--- config.mk ---
export PLATFORM = sky130hd
export DESIGN_NAME = snitch_icache_data_ctrl_flat
export DESIGN_NICKNAME = d
export VERILOG_FILES = /design/src/rtl/snitch_icache_pkg.sv /design/src/rtl/snitch_icache_data_ctrl_if.sv /design/src/rtl/snitch_icache_data_rsp_fifo.sv /design/src/rtl/snitch_icache_data_ctrl.sv /design/src/flat_wrapper.sv
export SDC_FILE = /design/constraint.sdc
export NUM_CORES = 1
export LEC_CHECK = 0
export CORE_AREA = 2 2 311 313
export CTS_BUF_LIST = sky130_fd_sc_hd__clkbuf_2
export CTS_CLUSTER_SIZE = 10
export DETAILED_ROUTE_END_ITERATION = 8
export DIE_AREA = 0 0 313 315
export PLACE_DENSITY = 0.44
export SLEW_MARGIN = 10
export SYNTH_ARGS = -nofsm -noshare
export SYNTH_HDL_FRONTEND = slang
export SYNTH_SLANG_ARGS = --single-unit
--- constraint.sdc ---
create_clock -name clk_i -period 2.1 [get_ports clk_i]
set_input_delay 0.42 -clock clk_i [delete_from_list [all_inputs] [get_ports clk_i]]
set_output_delay 0.42 -clock clk_i [all_outputs]
set_load 0.005 [all_outputs]
--- src/rtl/snitch_icache_pkg.sv ---
// Shared icache package: data-array line, address and way types.
// Holds the response buffer depth used by the data controller.
package snitch_icache_pkg;

  localparam int unsigned DataSetCount  = 2;
  localparam int unsigned DataLineWidth = 128;
  localparam int unsigned DataLineCount = 128;
  localparam int unsigned DataRspDepth  = 2;
  localparam int unsigned DataRspCntW   = $clog2(DataRspDepth + 1);

  // Way index width never collapses to zero bits.
  function automatic int unsigned set_align(input int unsigned n);
    return (n > 1) ? $clog2(n) : 1;
  endfunction

  typedef logic [DataLineWidth-1:0]              data_line_t;
  typedef logic [$clog2(DataLineCount)-1:0]      data_addr_t;
  typedef logic [set_align(DataSetCount)-1:0]    data_set_t;

endpackage

--- src/rtl/snitch_icache_data_ctrl_if.sv ---
// Bundle of lookup, refill, response and SRAM signals of the
// icache data controller; slave is the controller side.
interface snitch_icache_data_ctrl_if
  import snitch_icache_pkg::*;
#(
  parameter int unsigned SET_COUNT   = DataSetCount,
  parameter int unsigned LINE_WIDTH  = DataLineWidth,
  parameter int unsigned LINE_COUNT  = DataLineCount,
  parameter int unsigned COUNT_ALIGN = $clog2(LINE_COUNT),
  parameter int unsigned SET_ALIGN   = set_align(SET_COUNT)
);

  logic                          lookup_valid_i;
  logic [COUNT_ALIGN-1:0]        lookup_addr_i;
  logic [SET_ALIGN-1:0]          lookup_set_i;
  logic                          lookup_ready_o;

  logic                          rsp_valid_o;
  logic [LINE_WIDTH-1:0]         rsp_data_o;
  logic                          rsp_ready_i;

  logic                          refill_valid_i;
  logic [COUNT_ALIGN-1:0]        refill_addr_i;
  logic [SET_ALIGN-1:0]          refill_set_i;
  logic [LINE_WIDTH-1:0]         refill_data_i;
  logic                          refill_ready_o;

  logic [SET_COUNT-1:0]          ram_enable_o;
  logic                          ram_write_o;
  logic [COUNT_ALIGN-1:0]        ram_addr_o;
  logic [SET_COUNT*LINE_WIDTH-1:0] ram_wdata_o;
  logic [SET_COUNT*LINE_WIDTH-1:0] ram_rdata_i;

  modport slave (
    input  lookup_valid_i, lookup_addr_i, lookup_set_i,
    output lookup_ready_o,
    output rsp_valid_o, rsp_data_o,
    input  rsp_ready_i,
    input  refill_valid_i, refill_addr_i, refill_set_i,
    input  refill_data_i,
    output refill_ready_o,
    output ram_enable_o, ram_write_o, ram_addr_o, ram_wdata_o,
    input  ram_rdata_i
  );

  modport master (
    output lookup_valid_i, lookup_addr_i, lookup_set_i,
    input  lookup_ready_o,
    input  rsp_valid_o, rsp_data_o,
    output rsp_ready_i,
    output refill_valid_i, refill_addr_i, refill_set_i,
    output refill_data_i,
    input  refill_ready_o,
    input  ram_enable_o, ram_write_o, ram_addr_o, ram_wdata_o,
    output ram_rdata_i
  );

endinterface

--- src/rtl/snitch_icache_data_rsp_fifo.sv ---
// Two-entry fall-through line buffer for captured read data.
// An empty buffer forwards the pushed line in the same cycle.
module snitch_icache_data_rsp_fifo
  import snitch_icache_pkg::*;
#(
  parameter int unsigned WIDTH = DataLineWidth
) (
  input  logic                   clk_i,
  input  logic                   rst_ni,
  input  logic                   push_i,
  input  logic [WIDTH-1:0]       push_data_i,
  input  logic                   pop_i,
  output logic                   valid_o,
  output logic [WIDTH-1:0]       data_o,
  output logic [DataRspCntW-1:0] count_o
);

  localparam logic [DataRspCntW-1:0] Full =
    DataRspCntW'(DataRspDepth);

  logic [WIDTH-1:0]       mem_q [DataRspDepth];
  logic                   wptr_q;
  logic                   rptr_q;
  logic [DataRspCntW-1:0] count_q;
  logic                   empty;
  logic                   bypass;
  logic                   store;
  logic                   take;

  assign empty   = (count_q == '0);
  assign bypass  = empty && push_i && pop_i;
  assign store   = push_i && !bypass && (count_q != Full);
  assign take    = pop_i && !empty;
  assign valid_o = !empty || push_i;
  assign data_o  = empty ? push_data_i : mem_q[rptr_q];
  assign count_o = count_q;

  // Line storage, written only when the line is not bypassed
  always_ff @(posedge clk_i or negedge rst_ni) begin
    if (!rst_ni) begin
      mem_q[0] <= '0;
      mem_q[1] <= '0;
    end else if (store) begin
      mem_q[wptr_q] <= push_data_i;
    end
  end

  // Pointers and saturating occupancy count
  always_ff @(posedge clk_i or negedge rst_ni) begin
    if (!rst_ni) begin
      wptr_q  <= 1'b0;
      rptr_q  <= 1'b0;
      count_q <= '0;
    end else begin
      if (store) wptr_q <= !wptr_q;
      if (take)  rptr_q <= !rptr_q;
      unique case ({store, take})
        2'b10:   count_q <= count_q + 1'b1;
        2'b01:   count_q <= count_q - 1'b1;
        default: count_q <= count_q;
      endcase
      assert (!(push_i && (count_q == Full)));
      assert (count_q <= Full);
    end
  end

endmodule

--- src/rtl/snitch_icache_data_ctrl.sv ---
// Icache data-array initiator: refill/lookup arbitration, credit-gated
// reads, response buffering. Option: SNITCH_ICACHE_DATA_CTRL_STARVE_GUARD_EN.
module snitch_icache_data_ctrl
  import snitch_icache_pkg::*;
#(
  parameter int unsigned SET_COUNT    = DataSetCount,
  parameter int unsigned LINE_WIDTH   = DataLineWidth,
  parameter int unsigned LINE_COUNT   = DataLineCount,
  parameter int unsigned COUNT_ALIGN  = $clog2(LINE_COUNT),
  parameter int unsigned SET_ALIGN    = set_align(SET_COUNT),
  parameter int unsigned STARVE_LIMIT = 4
) (
  input logic                      clk_i,
  input logic                      rst_ni,
  snitch_icache_data_ctrl_if.slave bus
);

  if (STARVE_LIMIT < 1) begin : g_bad_limit
    $error("STARVE_LIMIT must be at least 1");
  end

  logic [DataRspCntW-1:0] fifo_count;
  logic                   inflight_q;
  logic [SET_ALIGN-1:0]   set_q;
  logic [COUNT_ALIGN-1:0] addr_q;
  logic                   write_q;
  logic                   credit_ok;
  logic                   guard_fire;
  logic                   refill_ready;
  logic                   refill_fire;
  logic                   lookup_ready;
  logic                   lookup_fire;
  logic [SET_COUNT-1:0]   ram_enable;
  logic                   ram_write;
  logic [COUNT_ALIGN-1:0] ram_addr;
  logic [LINE_WIDTH-1:0]  rd_line;

  // A read needs a guaranteed slot for its line one cycle later.
  assign credit_ok =
    ({1'b0, fifo_count} + {{DataRspCntW{1'b0}}, inflight_q})
    < (DataRspCntW+1)'(DataRspDepth);

  assign refill_ready = !guard_fire;
  assign refill_fire  = bus.refill_valid_i && refill_ready;
  assign lookup_ready = credit_ok && !refill_fire;
  assign lookup_fire  = bus.lookup_valid_i && lookup_ready;

  assign bus.refill_ready_o = refill_ready;
  assign bus.lookup_ready_o = lookup_ready;

  // SRAM command; address and direction hold while idle
  always_comb begin
    ram_enable = '0;
    ram_write  = write_q;
    ram_addr   = addr_q;
    unique case (1'b1)
      refill_fire: begin
        ram_enable = SET_COUNT'(1) << bus.refill_set_i;
        ram_write  = 1'b1;
        ram_addr   = bus.refill_addr_i;
      end
      lookup_fire: begin
        ram_enable = SET_COUNT'(1) << bus.lookup_set_i;
        ram_write  = 1'b0;
        ram_addr   = bus.lookup_addr_i;
      end
      default: ;
    endcase
  end

  assign bus.ram_enable_o = ram_enable;
  assign bus.ram_write_o  = ram_write;
  assign bus.ram_addr_o   = ram_addr;
  assign bus.ram_wdata_o  = {SET_COUNT{bus.refill_data_i}};

  // Read-in-flight flag, hit way and SRAM command hold registers
  always_ff @(posedge clk_i or negedge rst_ni) begin
    if (!rst_ni) begin
      inflight_q <= 1'b0;
      set_q      <= '0;
      addr_q     <= '0;
      write_q    <= 1'b0;
    end else begin
      inflight_q <= lookup_fire;
      if (lookup_fire) set_q <= bus.lookup_set_i;
      if (refill_fire || lookup_fire) begin
        addr_q  <= ram_addr;
        write_q <= ram_write;
      end
    end
  end

  assign rd_line = bus.ram_rdata_i[set_q*LINE_WIDTH +: LINE_WIDTH];

  snitch_icache_data_rsp_fifo #(
    .WIDTH (LINE_WIDTH)
  ) i_rsp_fifo (
    .clk_i       (clk_i),
    .rst_ni      (rst_ni),
    .push_i      (inflight_q),
    .push_data_i (rd_line),
    .pop_i       (bus.rsp_ready_i),
    .valid_o     (bus.rsp_valid_o),
    .data_o      (bus.rsp_data_o),
    .count_o     (fifo_count)
  );

`ifdef SNITCH_ICACHE_DATA_CTRL_STARVE_GUARD_EN
  localparam int unsigned StarveW = $clog2(STARVE_LIMIT + 1);

  logic [StarveW-1:0] starve_q;

  assign guard_fire = (starve_q == StarveW'(STARVE_LIMIT));

  // Count refill wins over a lookup that could have issued
  always_ff @(posedge clk_i or negedge rst_ni) begin
    if (!rst_ni) begin
      starve_q <= '0;
    end else if (lookup_fire || guard_fire) begin
      starve_q <= '0;
    end else if (refill_fire && bus.lookup_valid_i && credit_ok) begin
      starve_q <= starve_q + 1'b1;
    end
  end
`else
  assign guard_fire = 1'b0;
`endif

  logic                   lk_stall_q;
  logic [COUNT_ALIGN-1:0] lk_addr_q;
  logic [SET_ALIGN-1:0]   lk_set_q;
  logic                   rf_stall_q;
  logic [COUNT_ALIGN-1:0] rf_addr_q;
  logic [SET_ALIGN-1:0]   rf_set_q;
  logic [LINE_WIDTH-1:0]  rf_data_q;

  // Stalled requests must keep their payload until accepted
  always_ff @(posedge clk_i or negedge rst_ni) begin
    if (!rst_ni) begin
      lk_stall_q <= 1'b0;
      lk_addr_q  <= '0;
      lk_set_q   <= '0;
      rf_stall_q <= 1'b0;
      rf_addr_q  <= '0;
      rf_set_q   <= '0;
      rf_data_q  <= '0;
    end else begin
      if (lk_stall_q && bus.lookup_valid_i) begin
        assert (bus.lookup_addr_i == lk_addr_q);
        assert (bus.lookup_set_i == lk_set_q);
      end
      if (rf_stall_q && bus.refill_valid_i) begin
        assert (bus.refill_addr_i == rf_addr_q);
        assert (bus.refill_set_i == rf_set_q);
        assert (bus.refill_data_i == rf_data_q);
      end
      lk_stall_q <= bus.lookup_valid_i && !lookup_ready;
      lk_addr_q  <= bus.lookup_addr_i;
      lk_set_q   <= bus.lookup_set_i;
      rf_stall_q <= bus.refill_valid_i && !refill_ready;
      rf_addr_q  <= bus.refill_addr_i;
      rf_set_q   <= bus.refill_set_i;
      rf_data_q  <= bus.refill_data_i;
    end
  end

endmodule

--- src/flat_wrapper.sv ---
// flat-port wrapper written by rule: the top's interface ports become plain ports
module snitch_icache_data_ctrl_flat import snitch_icache_pkg::*;
#(
  parameter int unsigned SET_COUNT    = DataSetCount,
  parameter int unsigned LINE_WIDTH   = DataLineWidth,
  parameter int unsigned LINE_COUNT   = DataLineCount,
  parameter int unsigned COUNT_ALIGN  = $clog2(LINE_COUNT),
  parameter int unsigned SET_ALIGN    = set_align(SET_COUNT),
  parameter int unsigned STARVE_LIMIT = 4
)
  (clk_i, rst_ni, bus_lookup_valid_i, bus_lookup_addr_i, bus_lookup_set_i, bus_lookup_ready_o, bus_rsp_valid_o, bus_rsp_data_o, bus_rsp_ready_i, bus_refill_valid_i, bus_refill_addr_i, bus_refill_set_i, bus_refill_data_i, bus_refill_ready_o, bus_ram_enable_o, bus_ram_write_o, bus_ram_addr_o, bus_ram_wdata_o, bus_ram_rdata_i);
  snitch_icache_data_ctrl_if #(.SET_COUNT(SET_COUNT), .LINE_WIDTH(LINE_WIDTH), .LINE_COUNT(LINE_COUNT), .COUNT_ALIGN(COUNT_ALIGN), .SET_ALIGN(SET_ALIGN)) bus_i ();
  input logic clk_i;
  input logic rst_ni;
  input wire logic [$bits(bus_i.lookup_valid_i)-1:0] bus_lookup_valid_i;
  input wire logic [$bits(bus_i.lookup_addr_i)-1:0] bus_lookup_addr_i;
  input wire logic [$bits(bus_i.lookup_set_i)-1:0] bus_lookup_set_i;
  output wire logic [$bits(bus_i.lookup_ready_o)-1:0] bus_lookup_ready_o;
  output wire logic [$bits(bus_i.rsp_valid_o)-1:0] bus_rsp_valid_o;
  output wire logic [$bits(bus_i.rsp_data_o)-1:0] bus_rsp_data_o;
  input wire logic [$bits(bus_i.rsp_ready_i)-1:0] bus_rsp_ready_i;
  input wire logic [$bits(bus_i.refill_valid_i)-1:0] bus_refill_valid_i;
  input wire logic [$bits(bus_i.refill_addr_i)-1:0] bus_refill_addr_i;
  input wire logic [$bits(bus_i.refill_set_i)-1:0] bus_refill_set_i;
  input wire logic [$bits(bus_i.refill_data_i)-1:0] bus_refill_data_i;
  output wire logic [$bits(bus_i.refill_ready_o)-1:0] bus_refill_ready_o;
  output wire logic [$bits(bus_i.ram_enable_o)-1:0] bus_ram_enable_o;
  output wire logic [$bits(bus_i.ram_write_o)-1:0] bus_ram_write_o;
  output wire logic [$bits(bus_i.ram_addr_o)-1:0] bus_ram_addr_o;
  output wire logic [$bits(bus_i.ram_wdata_o)-1:0] bus_ram_wdata_o;
  input wire logic [$bits(bus_i.ram_rdata_i)-1:0] bus_ram_rdata_i;
  assign bus_i.lookup_valid_i = bus_lookup_valid_i;
  assign bus_i.lookup_addr_i = bus_lookup_addr_i;
  assign bus_i.lookup_set_i = bus_lookup_set_i;
  assign bus_lookup_ready_o = bus_i.lookup_ready_o;
  assign bus_rsp_valid_o = bus_i.rsp_valid_o;
  assign bus_rsp_data_o = bus_i.rsp_data_o;
  assign bus_i.rsp_ready_i = bus_rsp_ready_i;
  assign bus_i.refill_valid_i = bus_refill_valid_i;
  assign bus_i.refill_addr_i = bus_refill_addr_i;
  assign bus_i.refill_set_i = bus_refill_set_i;
  assign bus_i.refill_data_i = bus_refill_data_i;
  assign bus_refill_ready_o = bus_i.refill_ready_o;
  assign bus_ram_enable_o = bus_i.ram_enable_o;
  assign bus_ram_write_o = bus_i.ram_write_o;
  assign bus_ram_addr_o = bus_i.ram_addr_o;
  assign bus_ram_wdata_o = bus_i.ram_wdata_o;
  assign bus_i.ram_rdata_i = bus_ram_rdata_i;
  snitch_icache_data_ctrl #(.SET_COUNT(SET_COUNT), .LINE_WIDTH(LINE_WIDTH), .LINE_COUNT(LINE_COUNT), .COUNT_ALIGN(COUNT_ALIGN), .SET_ALIGN(SET_ALIGN), .STARVE_LIMIT(STARVE_LIMIT)) u_core (.clk_i(clk_i), .rst_ni(rst_ni), .bus(bus_i));
endmodule
==> results.py, run 1 <==
metrics = {
    "yosys": {
        "yosys_warnings": 0,
        "ys_seq_area_frac": 0.403,
        "netlist_instances": 1431,
        "synthesis.nets": 1837,
        "synth-seq-cells": 270,
        "synth_cell_types": 30,
        "synth-main-ff-cell": "dfrtp_1",
        "syn_avg_cell_area_um2": 11.7,
        "synth_edf_count": 0,
        "async_flop_share": 1.00,
        "syn-cell-area_um2": 16800,
    },
    "cts": {
        "cts_hold_buf": 14,
        "cts_buffers": 85,
        "clock-root-buffer": "clkbuf_2",
        "clk_pin_slew_ns": 0.10,
        "clk_latency_ns": 1.04,
        "cts.path.max_buffers": 3,
        "cts_tree": "built",
        "htreeDepth": 3,
        "cts_sinks": 270,
    },
    "sta": {
        "post-route-period-util": 1.46,
        "setup_viol": 178,
        "slew_viol_final": 0,
        "clock-skew-final_ns": 0.132,
        "min_period_ns": 3.07,
        "fin_ws_ns": -0.970,
        "rsz0062_at_grt": "true",
        "setup_tns_ns": -114.34,
        "hold_viol": 0,
        "max_freq_ghz": 0.326,
    },
    "worst_setup_path": {
        "start_kind": "flip-flop",
        "crit_fanout": 4,
        "worst-setup-path-type": "flip-flop to primary output",
        "reg2regPathDepth": 11,
        "crit_arrival_ns": 2.65,
        "crit_required_ns": 1.68,
        "endpoint_kind": "primary output",
    },
    "status": {
        "status": "finished, violations left",
        "violations": "setup timing",
    },
    "floorplan": {
        "floorplan.rows": 114,
        "die_height_um": 315,
        "die_w_um": 313,
        "die_area_um2": 98600,
        "initial_core_util": 0.175,
        "top_level_ports": 802,
        "fp.coreArea_um2": 95700,
    },
    "drt": {
        "viasPerCell": 3.82,
        "drt_wl_total_um": 62500,
        "final_antenna_net_count": 0,
        "route.detailed.wl_per_inst_um": 18.8,
        "dr.pass1.iters": 4,
        "drt_iter0_drc": 526,
        "drc": 0,
        "vias": 12700,
    },
    "grt": {
        "grt_usage": 0.112,
        "overflow": 0,
        "grt_pass1_wl_um": 84000,
        "grt_pass1_vias": 13500,
        "grt_start_max_net_pins": 39,
        "antenna_found_initial": 3,
    },
    "final_layout": {
        "fillers": 10100,
        "nets": 2379,
        "final_area_um2": 25100,
        "drive_above_1_share": 0.540,
        "syn2layout_area_growth_pct": 49.9,
    },
    "place": {
        "placed_cell_area_um2": 22300,
        "hpwlAfterDp_um": 41700,
        "portBuffers": 416,
        "gp_congestion": 0.794,
    },
    "job": {
        "max_cap_viol_count": 0,
    },
    "pwr": {
        "p_leak_nw": 11.6,
        "power-per-cell-area_nw_per_um2": 1450,
        "peakVddDrop_v": 0.000474,
    },
    "hold_path": {
        "min_path_cells": 3,
        "hp-class": "primary input to flip-flop",
    },
}
## logic make-up (layout without fill, tap and decap cells)
group	after synthesis	in the layout	share of synthesized area
multiplexers	513	513	0.362
AND/OR/NAND/NOR	143	143	0.0340
flip-flops	270	270	0.403
adder cells (fa/ha/maj)	1	1	0.000746
other	1	5	0.000224
XOR/XNOR	5	5	0.00261
AO/OA/AOI/OAI	150	150	0.0499
buffers and inverters	348	956	0.147
## cell type report
cell class	instances	area, µm²	area share
antenna	4	10.0	0.000398
clock buffer	119	596	0.0237
clock inverter	34	176	0.00702
inverter	2	10.0	0.000398
multi-input combinational	813	8180	0.326
sequential	270	6760	0.269
tap	1276	1600	0.0635
timing repair buffer	800	7780	0.310
timing repair inverter	1	7.51	0.000299
## path summary, 6_finish.rpt
check                                               end                          from  slack (ns)
max                                   bus_ram_addr_o[3]  u_core.i_rsp_fifo.count_o[1]       -0.97
max reg2reg                u_core.i_rsp_fifo.mem_q[211]  u_core.i_rsp_fifo.count_o[0]       -0.06
min                         u_core.i_rsp_fifo.mem_q[35]          bus_ram_rdata_i[163]        0.18
min in group asynchronous  u_core.i_rsp_fifo.mem_q[129]                        rst_ni        0.66
min reg2reg                u_core.i_rsp_fifo.mem_q[139]  u_core.i_rsp_fifo.mem_q[139]        0.51
max in group asynchronous      u_core.i_rsp_fifo.wptr_q                        rst_ni        1.00
## Yosys cell counts (6+ instances only)
| cell | instances | share of area |
|---|---|---|
| dfrtp_1 | 270 | 0.40 |
| buf_4 | 269 | 0.12 |
| mux2_2 | 265 | 0.18 |
| nand2_1 | 130 | 0.029 |
| mux2i_1 | 128 | 0.076 |
| o21ai_0 | 128 | 0.038 |
| mux2_4 | 120 | 0.11 |
| buf_2 | 39 | 0.012 |
| clkbuf_1 | 18 | 0.0040 |
| a221o_1 | 14 | 0.0084 |
| buf_6 | 14 | 0.0094 |
| and2_1 | 7 | 0.0026 |
| buf_1 | 6 | 0.0013 |
## flip-flops by register name (all words and copies together), names as in the netlist
name and count:
u_core.i_rsp_fifo.mem_q 256, u_core.addr_q 7, u_core.i_rsp_fifo.count_o 2, u_core.i_rsp_fifo.rptr_q 1
u_core.i_rsp_fifo.wptr_q 1, u_core.inflight_q 1, u_core.set_q 1, u_core.write_q 1
## worst max-delay path: stages (launching register included)
cell and delay [ns]:
dfrtp_1 0.42, buf_6 0.15, a211oi_4 0.04, nand2_2 0.14, inv_4 0.05, buf_6 0.11, buf_6 0.11, buf_6 0.11
buf_6 0.10, a221o_1 0.36, buf_2 0.14
## per-layer routing
layer | track usage | up-vias | wire, µm
met3 | 0.0390 | 194 | 4530
li1 | - | 5866 | -
met2 | 0.188 | 487 | 30500
met1 | 0.128 | 6116 | 25000
met4 | 0.0510 | 0 | 2450
met5 | 0 | - | 0
## layout by cell type (no fill, tap or decap), drive strengths merged, types with 2 or more instances in the layout
master	netlist	routed
dlygate4sd3	0	10
clkinvlp	0	2
mux2i	128	128
a21oi	2	2
nand2	130	130
clkinv	0	29
a21o	2	2
inv	2	5
and2	7	7
o21ai	128	128
clkdlybuf4s50	0	275
dlymetal6s4s	0	3
xor2	2	2
nor2	2	2
diode	0	4
xnor2	3	3
buf	328	449
clkbuf	18	169
a221o	14	14
dlymetal6s2s	0	10
mux2	385	385
dlygate4sd2	0	2
dfrtp	270	270
## per-stage QoR
stage / cells / power (W) / hold WS, ns / setup slack, ns / utilization
after floorplan: 1431 / 0.0188 / 0.124 / 0.300 / -
after global placement: 3018 / 0.0291 / 0.432 / -0.598 / 0.233
after detailed placement: 3018 / 0.0294 / 0.439 / -0.617 / 0.233
after CTS: 3205 / 0.0341 / -0.0351 / -1.39 / 0.245
after global routing: 3319 / 0.0393 / -0.0431 / -1.22 / 0.263
final: 3319 / 0.0365 / 0.182 / -0.970 / 0.263
## repair_timing
action                                  in CTS  in global routing
endpoints found under the setup margin     140                173
cloned                                       3                 16
endpoints found under the hold margin      291                  3
gates resized for setup                    265                602
buffers inserted                            17                100
pin swaps                                   11                 52
## power breakdown
group          switching (W)  leakage, nW  internal [W]  total [W]
Combinational        0.00966         7.72        0.0133     0.0229
Sequential           0.00148         3.27       0.00775    0.00922
Clock                0.00262        0.577       0.00168    0.00430
Total                 0.0138         11.6        0.0227     0.0365
Power figures use the tool's default switching activity.
==> run 2: changes to the inputs <==
Settings changed: CORE_AREA 2 2 311 313 to 2 2 315 317, DIE_AREA 0 0 313 315 to 0 0 317 319, SYNTH_HIERARCHICAL from default to 1.
Clock period 2.1 ns to 3.9 ns, I/O delays scaled along.
==> results.py, run 2 <==
metrics = {
    "status": {
        "status": "completed",
    },
    "yosys": {
        "synth_most_common_cell": "dfrtp_1",
        "synth-seq-cells": 270,
        "synth-main-ff-cell": "dfrtp_1",
        "synthesis.nets": 1837,
        "synth_edf_count": 0,
        "ys_seq_area_frac": 0.398,
        "synth_cell_types": 33,
        "async_flop_share": 1.00,
        "netlist_instances": 1431,
        "yosys_warnings": 6,
        "synth_commonest_cells": "270 x dfrtp_1, 261 x buf_4, 136 x mux2_1",
        "syn-cell-area_um2": 17000,
        "synth_largest_area_cell": "dfrtp_1",
        "yosysTopAreaCellShare": 0.398,
        "syn_avg_cell_area_um2": 11.9,
        "ys_top_cells_by_area": "dfrtp_1 40%, buf_4 12%, mux2_4 11%, mux2_1 9.0%, mux2_2 8.6%",
    },
    "sta": {
        "min_period_ns": 3.69,
        "fin_ws_ns": 0.215,
        "slew_viol_final": 0,
        "setup_viol": 0,
        "rsz0062_at_grt": "true",
        "setup_tns_ns": 0,
        "hold_viol": 0,
        "worst_pin_slew_ns": 0.945,
        "post-route-period-util": 0.945,
        "max_freq_ghz": 0.271,
        "max_slew_margin": 0.368,
        "clock-skew-final_ns": 0.112,
    },
    "floorplan": {
        "initial_core_util": 0.174,
        "floorplan.rows": 115,
        "die_w_um": 317,
        "die_height_um": 319,
        "die_area_um2": 101000,
        "fp.coreArea_um2": 97700,
        "top_level_ports": 802,
    },
    "drt": {
        "drt_wl_total_um": 54600,
        "wl_met3_um": 4330,
        "dr.pass1.iters": 4,
        "final_antenna_net_count": 0,
        "dr_wl_met2_um": 26200,
        "vias": 11700,
        "viasPerCell": 3.80,
        "top_layer_used": "met4",
        "drt_iter0_drc": 502,
        "drc": 0,
        "route.detailed.wl_per_inst_um": 17.7,
        "wl_met1_um": 21700,
    },
    "worst_setup_path": {
        "reg2reg_to": "u_core/i_rsp_fifo/mem_q[167]",
        "crit_path_end": "bus_rsp_data_o[49]",
        "endpoint_kind": "primary output",
        "cp-startpoint": "u_core/set_q",
        "reg2reg_slack_ns": 1.33,
        "start_kind": "flip-flop",
        "reg2reg_from": "u_core/i_rsp_fifo/count_o[1]",
        "crit_fanout": 11,
        "crit_required_ns": 3.12,
        "worst-setup-path-type": "flip-flop to primary output",
        "crit_arrival_ns": 2.91,
        "reg2regPathDepth": 7,
    },
    "final_layout": {
        "final_common_cell": "clkdlybuf4s50_1",
        "drive_above_1_share": 0.379,
        "top_register": "u_core/i_rsp_fifo/mem_q",
        "nets": 2144,
        "fillers": 10400,
        "final_area_um2": 22900,
        "syn2layout_area_growth_pct": 34.7,
        "largest_reg_flops": 256,
        "final_cell_mix": "278 x clkdlybuf4s50_1, 265 x dfrtp_1, 207 x mux2_4",
    },
    "grt": {
        "grt_pass1_wl_um": 79100,
        "grt_start_max_net_pins": 78,
        "grt_usage": 0.104,
        "overflow": 0,
        "antenna_found_initial": 2,
        "grt_pass1_vias": 12900,
    },
    "pwr": {
        "p_leak_nw": 10.3,
        "power-per-cell-area_nw_per_um2": 782,
        "peakVddDrop_v": 0.000281,
    },
    "place": {
        "hpwlAfterDp_um": 33700,
        "dp_slack_ns": 0.216,
        "placed_cell_area_um2": 20700,
        "gp_congestion": 0.747,
        "portBuffers": 416,
    },
    "job": {
        "max_cap_viol_count": 0,
    },
    "cts": {
        "clk_latency_ns": 1.17,
        "cts.path.max_buffers": 3,
        "cts_buffers": 84,
        "cts_tree": "built",
        "clk_pin_slew_ns": 0.10,
        "cts_sinks": 270,
        "htreeDepth": 3,
        "clock-root-buffer": "clkbuf_2",
    },
    "hold_path": {
        "hp-class": "primary input to flip-flop",
    },
}
==> run 2: changes by cell type after synthesis, sizes merged, moves of 13 or more <==
cell and change:
o21ai -128, nand2 -128, buf +13, a21oi +128, nor2 +127, clkbuf -13
==> run 2: worst min-delay path by stage <==
| stage | from | slack, ns | depth (start not counted) | to |
|---|---|---|---|---|
| floorplan | u_core/write_q | 0.46 | 1 | u_core/write_q |
| global placement | u_core/i_rsp_fifo/mem_q[127] | 0.47 | 1 | u_core/i_rsp_fifo/mem_q[127] |
| detailed placement | u_core/i_rsp_fifo/mem_q[2] | 0.47 | 1 | u_core/i_rsp_fifo/mem_q[2] |
| CTS | bus_refill_addr_i[4] | 0.05 | 3 | u_core/addr_q[4] |
| global route | bus_lookup_addr_i[1] | 0.09 | 2 | u_core/addr_q[1] |
| finish | bus_refill_addr_i[4] | 0.34 | 3 | u_core/addr_q[4] |
==> run 2: what timing repair did <==
action,CTS,global route
resized for setup,449,140
buffers inserted,61,22
endpoints found under the setup margin,137,64
pin swaps,31,13
hold endpoints to repair,121,0
cloned,13,3
hold buffers,7,0
==> run 2: cell type report <==
cell class,count,area [µm²],area share
inverter,2,12.5,0.000547
multi-input combinational,814,8140,0.356
clock buffer,110,551,0.0241
tap,1287,1610,0.0704
timing repair buffer,564,5570,0.243
clock inverter,25,210,0.00919
timing repair inverter,2,7.51,0.000328
sequential,270,6770,0.296
antenna,8,20.0,0.000875
==> run 2: routing by layer <==
layer	vias to the layer above	global-route usage
met5	-	0
met4	0	0.0501
met3	190	0.0388
met2	416	0.173
met1	5723	0.117
li1	5389	-
==> run 2: where the power goes <==
part	internal, W	switching, W
Combinational	0.00589	0.00474
Clock	0.00103	0.00134
Sequential	0.00418	0.000723
Total	0.0111	0.00680
==> run 2: cell families (layout without fill, tap and decap cells) <==
logic type	count (synthesis)	count (layout)	synth area share
multiplexers	513	513	0.357
buffers and inverters	348	703	0.157
flip-flops	270	270	0.398
AO/OA/AOI/OAI	150	150	0.0507
AND/OR/NAND/NOR	143	144	0.0341
XOR/XNOR	5	5	0.00258
adder cells (fa/ha/maj)	1	1	0.000736
other	1	9	0.000221
==> run 2: critical path, cell delays in order, from the launching register on <==
cell           delay [ns]
dfrtp_4              0.51
buf_12               0.16
buf_4                0.15
buf_16               0.16
mux2_4               0.33
nor2_2               0.12
a21oi_2              0.04
dlygate4sd2_1        0.27
==> run 2: metrics by stage <==
step / utilization / hold WS [ns] / std cells / power [W]
floorplan: - / 0.458 / 1431 / 0.0104
global placement: 0.212 / 0.468 / 2838 / 0.0146
global route: 0.234 / 0.0872 / 3081 / 0.0194
detailed placement: 0.212 / 0.475 / 2838 / 0.0148
finish: 0.234 / 0.345 / 3082 / 0.0179
CTS: 0.231 / 0.0468 / 3054 / 0.0181
==> run 3: changes to the inputs <==
==> constraint.sdc (replaced) <==
create_clock -name clk_i -period 3.9 [get_ports clk_i]
set_input_delay 0.78 -clock clk_i [delete_from_list [all_inputs] [get_ports clk_i]]
set_output_delay 0.78 -clock clk_i [all_outputs]
set_load 0.02 [all_outputs]
==> results.py, run 3 (synthesized netlist as in run 2, its figures left out) <==
metrics = {
    "status": {
        "status": "completed",
    },
    "hold_path": {
        "hp-class": "primary input to flip-flop",
        "min_from": "bus_lookup_addr_i[4]",
        "min_to": "u_core/addr_q[4]",
        "min_path_cells": 2,
    },
    "sta": {
        "max_freq_ghz": 0.277,
        "setup_tns_ns": 0,
        "setup_viol": 0,
        "fin_ws_ns": 0.289,
        "min_period_ns": 3.61,
        "slew_viol_final": 0,
        "whs_ns": 0.372,
        "post-route-period-util": 0.926,
        "rsz0062_at_grt": "true",
        "hold_viol": 0,
        "max_slew_margin": 0.377,
        "worst_pin_slew_ns": 0.934,
        "clock-skew-final_ns": 0.0671,
    },
    "final_layout": {
        "final_common_cell": "clkdlybuf4s50_1",
        "drive_above_1_share": 0.335,
        "top_register": "u_core/i_rsp_fifo/mem_q",
        "final_cells": 3021,
        "largest_reg_flops": 256,
        "utilization": 0.223,
        "fillers": 10500,
        "seq_area_um2": 6770,
        "final_cell_mix": "278 x clkdlybuf4s50_1, 266 x dfrtp_1, 136 x mux2_1",
        "nets": 2076,
        "syn2layout_area_growth_pct": 28.2,
        "multi_input_area_um2": 7680,
    },
    "worst_setup_path": {
        "start_kind": "flip-flop",
        "endpoint_kind": "primary output",
        "crit_top_cell": "buf_4",
        "path_buf_inv": 5,
        "reg2reg_to": "u_core/i_rsp_fifo/mem_q[168]",
        "worst-setup-path-type": "flip-flop to primary output",
        "reg2reg_from": "u_core/i_rsp_fifo/count_o[0]",
        "max_stage_delay_ns": 0.51,
        "cp_slowest_cell": "dfrtp_4",
        "critPathTopFamily": "buffers and inverters",
        "crit_chain": "buf_12 -> buf_6 -> buf_16 -> buf_4 -> mux2_2 -> nor2_2 -> a21oi_2 -> buf_4",
        "crit_fanout": 6,
        "reg2regPathDepth": 4,
        "crit_arrival_ns": 2.83,
        "crit_required_ns": 3.12,
        "reg2reg_slack_ns": 1.73,
    },
    "floorplan": {
        "die_w_um": 317,
        "fp.coreArea_um2": 97700,
        "initial_core_util": 0.174,
        "die_area_um2": 101000,
        "top_level_ports": 802,
        "die_height_um": 319,
        "floorplan.rows": 115,
    },
    "place": {
        "hpwlAfterDp_um": 33700,
        "dp_slack_ns": 0.205,
        "dp_cells": 2838,
        "portBuffers": 416,
        "gp_congestion": 0.763,
    },
    "cts": {
        "clk_pin_slew_ns": 0.09,
        "cts_buffers": 84,
        "cts.path.max_buffers": 3,
        "clk_latency_ns": 1.09,
        "clock-root-buffer": "clkbuf_2",
        "cts_tree": "built",
        "cts_sinks": 270,
        "htreeDepth": 3,
    },
    "pwr": {
        "p_leak_nw": 9.54,
        "p_int_w": 0.0105,
        "clkPwrFrac": 0.125,
        "comb_power_share": 0.607,
        "switching_share": 0.430,
        "p_sw_w": 0.00792,
        "power-per-cell-area_nw_per_um2": 846,
        "p_seq_frac": 0.268,
        "peakVddDrop_v": 0.000365,
    },
    "drt": {
        "dr.pass1.iters": 4,
        "viasPerCell": 3.73,
        "drt_iter0_drc": 414,
        "drt_wl_total_um": 52500,
        "final_antenna_net_count": 0,
        "drc": 0,
        "route.detailed.wl_per_inst_um": 17.4,
        "vias": 11300,
    },
    "grt": {
        "overflow": 0,
        "grt_pass1_wl_um": 77500,
        "grt_usage": 0.102,
        "antenna_found_initial": 1,
        "grt_start_max_net_pins": 103,
        "grt_pass1_vias": 12600,
    },
    "job": {
        "max_cap_viol_count": 0,
    },
}
-- run 3: power groups by stage --
stage               combinational [W]  clock, W  sequential, W
floorplan                     0.00732         0        0.00472
global placement               0.0112         0        0.00491
detailed placement             0.0113         0        0.00499
CTS                            0.0115   0.00252        0.00495
global route                   0.0121   0.00265        0.00511
finish                         0.0112   0.00231        0.00493
-- run 3: per-layer routing --
layer,global-route usage,vias up,wire length [µm]
li1,-,5243,-
met1,0.115,5496,21300
met2,0.169,400,25200
met3,0.0347,139,4130
met4,0.0506,0,1860
met5,0,-,0
-- run 3: worst max-delay path by stage --
| stage | from | to | slack [ns] | depth (start not counted) |
|---|---|---|---|---|
| 2_1_floorplan | bus_refill_valid_i | bus_ram_addr_o[0] | 1.32 | 5 |
| 3_3_place_gp | bus_lookup_valid_i | bus_ram_addr_o[2] | 0.19 | 4 |
| 3_5_place_dp | bus_lookup_valid_i | bus_ram_addr_o[2] | 0.20 | 4 |
| 4_1_cts | u_core/set_q | bus_rsp_data_o[21] | -0.15 | 8 |
| 5_1_grt | u_core/set_q | bus_rsp_data_o[21] | -0.005 | 8 |
| 6_report | u_core/set_q | bus_rsp_data_o[45] | 0.29 | 8 |
-- run 3: what timing repair did --
action / CTS / global route
resized for setup: 468 / 13
buffers inserted: 23 / 2
hold buffers: 1 / 0
endpoints found under the hold margin: 93 / 0
setup endpoints to repair: 137 / 10
pin swaps: 2 / 1
gates cloned: 8 / 0
-- run 3: area by class of cell --
cell class | instances | area share
clock buffer | 120 | 0.0276
multi-input combinational | 814 | 0.353
sequential | 270 | 0.311
tap | 1287 | 0.0739
antenna | 2 | 0.000230
timing repair buffer | 498 | 0.227
clock inverter | 28 | 0.00776
inverter | 2 | 0.000460
-- run 3: through the flow --
step | instance area (µm²) | power, W
global placement | 20700 | 0.0161
detailed placement | 20700 | 0.0163
finish | 21800 | 0.0184
global route | 21800 | 0.0198
floorplan | 17000 | 0.0120
CTS | 21800 | 0.0190
